`src/rtl/mem_arbiter.sv`:
```
// Single-outstanding memory arbiter between instruction fetch and the load/store unit.
// LSU has priority; a saturating starvation counter guarantees fetch eventually wins.
`ifndef ADDR_WIDTH
`define ADDR_WIDTH 32
`endif
`ifndef DATA_WIDTH
`define DATA_WIDTH 32
`endif

module mem_arbiter #(
    parameter int          ADDR_WIDTH   = `ADDR_WIDTH,
    parameter int          DATA_WIDTH   = `DATA_WIDTH,
    parameter int unsigned STARVE_LIMIT = 4
) (
    input  logic                  clk,
    input  logic                  reset,

    input  logic                  fetch_req,
    input  logic [ADDR_WIDTH-1:0] fetch_addr,
    input  logic                  fetch_flush,
    output logic                  fetch_grant,
    output logic                  fetch_data_valid,
    output logic [DATA_WIDTH-1:0] fetch_data,

    input  logic                  lsu_req,
    input  logic                  lsu_we,
    input  logic [ADDR_WIDTH-1:0] lsu_addr,
    input  logic [DATA_WIDTH-1:0] lsu_wdata,
    output logic                  lsu_grant,
    output logic                  lsu_data_valid,
    output logic [DATA_WIDTH-1:0] lsu_data,

    output logic                  mem_stall,

    output logic                  mem_req,
    output logic                  mem_we,
    output logic [ADDR_WIDTH-1:0] mem_addr,
    output logic [DATA_WIDTH-1:0] mem_wdata,
    input  logic                  mem_rvalid,
    input  logic [DATA_WIDTH-1:0] mem_rdata
);

    typedef enum logic [1:0] {
        IDLE       = 2'd0,
        FETCH_BUSY = 2'd1,
        LSU_BUSY   = 2'd2
    } state_e;

    localparam logic [3:0] STARVE_MAX = 4'(STARVE_LIMIT);

    state_e                state_q, state_d;
    logic [3:0]            starve_q, starve_d;
    logic                  drop_q, drop_d;
    logic                  lsu_we_q, lsu_we_d;
    logic                  fetch_valid_q, fetch_valid_d;
    logic                  lsu_valid_q, lsu_valid_d;
    logic [DATA_WIDTH-1:0] fetch_data_q, fetch_data_d;
    logic [DATA_WIDTH-1:0] lsu_data_q, lsu_data_d;

    logic idle;
    logic starved;

    // Grants are decided combinationally in IDLE so the command leaves in the request cycle.
    assign idle        = (state_q == IDLE);
    assign starved     = fetch_req && (starve_q == STARVE_MAX);
    assign fetch_grant = idle && fetch_req && !fetch_flush && (!lsu_req || starved);
    assign lsu_grant   = idle && lsu_req && !fetch_grant;

    assign mem_req   = fetch_grant | lsu_grant;
    assign mem_we    = lsu_grant & lsu_we;
    assign mem_addr  = lsu_grant ? lsu_addr : (fetch_grant ? fetch_addr : '0);
    assign mem_wdata = lsu_grant ? lsu_wdata : '0;
    assign mem_stall = lsu_req | (state_q == LSU_BUSY);

    assign fetch_data_valid = fetch_valid_q;
    assign fetch_data       = fetch_data_q;
    assign lsu_data_valid   = lsu_valid_q;
    assign lsu_data         = lsu_data_q;

    always_comb begin
        state_d       = state_q;
        starve_d      = starve_q;
        drop_d        = drop_q;
        lsu_we_d      = lsu_we_q;
        fetch_valid_d = 1'b0;
        lsu_valid_d   = 1'b0;
        fetch_data_d  = fetch_data_q;
        lsu_data_d    = lsu_data_q;

        if (fetch_grant || !fetch_req) begin
            starve_d = 4'd0;
        end else if (lsu_grant && (starve_q != STARVE_MAX)) begin
            starve_d = starve_q + 4'd1;
        end

        unique case (state_q)
            IDLE: begin
                drop_d = 1'b0;
                if (fetch_grant) begin
                    state_d = FETCH_BUSY;
                end else if (lsu_grant) begin
                    state_d  = LSU_BUSY;
                    lsu_we_d = lsu_we;
                end
            end
            FETCH_BUSY: begin
                // A flush on the response cycle itself must still suppress delivery.
                if (mem_rvalid) begin
                    state_d = IDLE;
                    drop_d  = 1'b0;
                    if (!drop_q && !fetch_flush) begin
                        fetch_valid_d = 1'b1;
                        fetch_data_d  = mem_rdata;
                    end
                end else if (fetch_flush) begin
                    drop_d = 1'b1;
                end
            end
            LSU_BUSY: begin
                if (mem_rvalid) begin
                    state_d     = IDLE;
                    lsu_valid_d = 1'b1;
                    if (!lsu_we_q) begin
                        lsu_data_d = mem_rdata;
                    end
                end
            end
            default: begin
                state_d = IDLE;
            end
        endcase
    end

    always_ff @(posedge clk) begin
        if (reset) begin
            state_q       <= IDLE;
            starve_q      <= 4'd0;
            drop_q        <= 1'b0;
            lsu_we_q      <= 1'b0;
            fetch_valid_q <= 1'b0;
            lsu_valid_q   <= 1'b0;
            fetch_data_q  <= '0;
            lsu_data_q    <= '0;
        end else begin
            state_q       <= state_d;
            starve_q      <= starve_d;
            drop_q        <= drop_d;
            lsu_we_q      <= lsu_we_d;
            fetch_valid_q <= fetch_valid_d;
            lsu_valid_q   <= lsu_valid_d;
            fetch_data_q  <= fetch_data_d;
            lsu_data_q    <= lsu_data_d;
        end
    end

endmodule
```
`config.mk`:
```
export PLATFORM = sky130hd
export DESIGN_NAME = mem_arbiter
export DESIGN_NICKNAME = d
export VERILOG_FILES = /design/src/rtl/mem_arbiter.sv
export SDC_FILE = /design/constraint.sdc
export NUM_CORES = 1
export LEC_CHECK = 0
export ABC_AREA = 0
export CAP_MARGIN = 20
export CELL_PAD_IN_SITES_DETAIL_PLACEMENT = 1
export CELL_PAD_IN_SITES_GLOBAL_PLACEMENT = 2
export CORE_MARGIN = 2
export CORE_UTILIZATION = 16
export DETAILED_ROUTE_END_ITERATION = 8
export PLACE_DENSITY_LB_ADDON = 0.1
export SYNTH_ARGS = -nofsm -noshare
export SYNTH_HDL_FRONTEND = slang
export SYNTH_SLANG_ARGS = --single-unit
```
`constraint.sdc`:
```
create_clock -name clk -period 2 [get_ports clk]
set_input_delay 0.2 -clock clk [delete_from_list [all_inputs] [get_ports clk]]
set_output_delay 0.2 -clock clk [all_outputs]
set_load 0.005 [all_outputs]
```
==> flow_metrics.tcl <==
set metrics [dict create \
    outcome "finished with violations" \
    failed_checks "setup timing" \
    grt_pass1_wl_mm 28.1 \
    ir_worst_vdd_mv 0.417 \
    setup.worst_path.class "reg2out" \
    worstSetupStartpointType "register" \
    avgRoutedWirePerCell_um 17.4 \
    core_region_mm2 0.0216 \
    cts_sinks 74 \
    register_area_mm2 0.00148 \
    root_buffer "sky130_fd_sc_hd__clkbuf_16" \
    synth_cells 461 \
    inserted_diodes 0 \
    crit_path_required_time_ns 1.80 \
    slowest_stage "sky130_fd_sc_hd__dfxtp_2" \
    final_net_count 888 \
    drt-initial-drc-count 100 \
    synth_warnings 0 \
    timing.critical_path.arrival_ns 1.95 \
    critical-path-max-stage-delay_ns 0.33 \
    detail-route-antenna-nets 0 \
    postSynthAreaPerCell_um2 7.58 \
    synth-async-reset-ratio_pct 0 \
    clk_pin_slew_worst_paths_ns 0.06 \
    dieHeight_um 152 \
    synthFlopType "sky130_fd_sc_hd__dfxtp_1" \
    power.leakage_uw 0.00278 \
    worst_setup_path_end_kind "output port" \
    cell_internal_pwr_uw 3250 \
    multi_input_comb_area_mm2 0.00203 \
    synth_seq_area_share_pct 42.4 \
    finalCritPeriodShare_pct 108 \
    clock_skew_ns 0.00445 \
    final_layout_size_suffix_gt1_share_pct 24.7 \
    cts-root-to-sink-buffers 2 \
    hpwl_mm 12.5 \
    layout.filler_cells 2540 \
    post-route-min-period_ns 2.15 \
    io_pins 270 \
    cp_cell_sequence "inv_2, ha_4, and3b_4, o21a_4, buf_12, buf_12, a32oi_1, nor2b_1, buf_2" \
    grt_start_max_net_pins 54 \
    clkLatencyLatePin_ns 0.33 \
    final_cells 1033 \
    relSlewSlack_pct 82.5 \
    finalSetupViolations 40 \
    share_clk_of_total_power_pct 39.4 \
    drc 0 \
    fmaxAchievable_mhz 464 \
    grt_antenna_before_repair 0 \
    dr.pass1.iters 4 \
    maxSlewViolCount 0 \
    cts.htree.levels 3 \
    p_sw_share_pct 25.2 \
    final_util_pct 34.0 \
    flop_and_latch_count_out_of_synthesis 74 \
    crit_path_frequent_cell "sky130_fd_sc_hd__buf_12" \
    report.final.hold_viol_count 0 \
    synth.lib_cells_used.distinct 26 \
    drv_cap 0 \
    holdWs_ns 0.212 \
    setup_slack_ns -0.154 \
    rows 54 \
    synth-edff-count 0 \
    vias_per_cell 4.22 \
    tightestPinTransition_ns 0.259 \
    initial_utilization_pct 16.2 \
    syn-num-nets 601 \
    unrepaired_setup_endpoints_after_global_routing "yes" \
    flow.area_growth_from_synthesis_pct 110 \
    timing.critical_path.fanout_max 8 \
    placement.io_buffers 269 \
    finalWirelength_mm 18.0 \
    power-per-cell-area_mw_per_mm2 590 \
    finalWeightedCongestion 0.844 \
    power_frac_seq_pct 35.2 \
    cts_tree "yes" \
    p_comb_share_pct 25.4 \
    placedCellCount 992 \
    power.net_switching_uw 1090 \
    route.vias.total 4360 \
    number_of_global_route_vias_before_repair 4655 \
    gr-total-overflow 0 \
    grt.total_usage_pct 15.4 \
    number_of_buffers_added_by_the_clock_tree_synthesis_step 9 \
    die_area_mm2 0.0230 \
    total_standard_cell_area_after_synthesis_mm2 0.00350 \
    detailedPlace.worstSlack_ns -0.339 \
    hold_path_class "in2reg" \
    die_width_um 152 \
]
-- layout make-up --
class	instances	share of cell area [%]
clock buffers	11	3.44
clock inverters	5	0.816
inverters	6	0.306
multi-input cells	341	27.6
flip-flops and latches	74	20.2
well taps	280	4.76
repair buffers	316	42.9
-- kinds of logic after synthesis --
logic type | synth area share (%)
AO/OA/AOI/OAI | 19.9
flip-flops | 42.4
buffers and inverters | 5.48
AND/OR/NAND/NOR | 29.9
adder cells (fa/ha/maj) | 1.79
multiplexers | 0.286
XOR/XNOR | 0.251
-- placed cells by master, fill, tap and decap left out, drive strengths merged, types with 2 or more instances in the layout --
| cell type | count |
|---|---|
| nor2b | 34 |
| o21ai | 5 |
| o21a | 2 |
| clkdlybuf4s50 | 201 |
| and2 | 34 |
| buf | 113 |
| nand3 | 3 |
| and3 | 2 |
| inv | 8 |
| clkbuf | 12 |
| ha | 5 |
| a32oi | 33 |
| or2 | 2 |
| nand2b | 3 |
| a21oi | 68 |
| dfxtp | 74 |
| nor2 | 11 |
| nand2 | 133 |
-- repair_timing --
item / CTS / global route
setup buffers: 14 / 6
hold buffers: 0 / 0
cloned: 7 / 1
resized for setup: 335 / 33
pin swaps: 48 / 22
endpoints found under the setup margin: 68 / 71
-- critical path, delay by kind of cell, from the launching register on --
family | cells | cell delay [ns]
fa+ha+maj | 1 | 0.15
flops | 1 | 0.33
compound gates | 2 | 0.41
buf+inv | 4 | 0.43
simple gates | 2 | 0.29
-- per-stage QoR --
step	setup TNS (ns)	area (um^2)	total power [uW]
floorplan	0	3500	1850
global placement	-15.88	6630	2520
detailed placement	-17.84	6630	2530
CTS	-6.73	7270	4410
global route	-7.32	7360	4590
finish	-3.28	7360	4340
-- power by group through the flow --
stage	Sequential (uW)	Clock, uW	Combinational [uW]
6_report	1530	1710	1100
5_1_grt	1530	1860	1190
4_1_cts	1530	1790	1090
3_5_place_dp	1560	0	970
3_3_place_gp	1560	0	957
2_1_floorplan	1560	0	289
-- cells in the mapped netlist, types with 2 or more instances --
library cell	number	area [um^2]
sky130_fd_sc_hd__nand2_1	133	499
sky130_fd_sc_hd__a32oi_1	33	289
sky130_fd_sc_hd__ha_1	5	62.6
sky130_fd_sc_hd__nand2b_1	3	18.8
sky130_fd_sc_hd__and2_1	34	213
sky130_fd_sc_hd__a21oi_1	65	325
sky130_fd_sc_hd__o21a_1	2	15.0
sky130_fd_sc_hd__a21oi_2	3	26.3
sky130_fd_sc_hd__dfxtp_1	74	1480
sky130_fd_sc_hd__o21ai_0	5	25.0
sky130_fd_sc_hd__inv_1	6	22.5
sky130_fd_sc_hd__and3_1	2	12.5
sky130_fd_sc_hd__buf_2	9	45.0
sky130_fd_sc_hd__nor2b_1	34	213
sky130_fd_sc_hd__clkbuf_1	30	113
sky130_fd_sc_hd__nor2_1	11	41.3
sky130_fd_sc_hd__nand3_1	3	15.0
-- flip-flops by register name (all words and copies together) (netlist names) --
| signal | cells |
|---|---|
| drop_q | 1 |
| fetch_data | 32 |
| fetch_data_valid | 1 |
| lsu_data | 32 |
| lsu_data_valid | 1 |
| lsu_we_q | 1 |
| starve_q | 4 |
| state_q | 2 |
-- routing by layer --
layer | up-vias | routed length (um) | global-route usage, %
li1 | 2115 | - | -
met1 | 2054 | 7620 | 18.4
met2 | 174 | 8830 | 26.7
met3 | 17 | 1220 | 4.54
met4 | 0 | 335 | 5.07
met5 | - | 0 | 0
-- path summary, 6_finish.rpt --
| kind | from | slack [ns] | endpoint | cells after the start |
|---|---|---|---|---|
| max | starve_q[1] | -0.15 | mem_addr[19] | 9 |
| min | reset | 0.21 | state_q[1] | 2 |
| max reg2reg | starve_q[1] | 0.09 | starve_q[0] | 9 |
| min reg2reg | fetch_data[19] | 0.45 | fetch_data[19] | 2 |
Note: power is estimated with default switching activity, not from simulation.
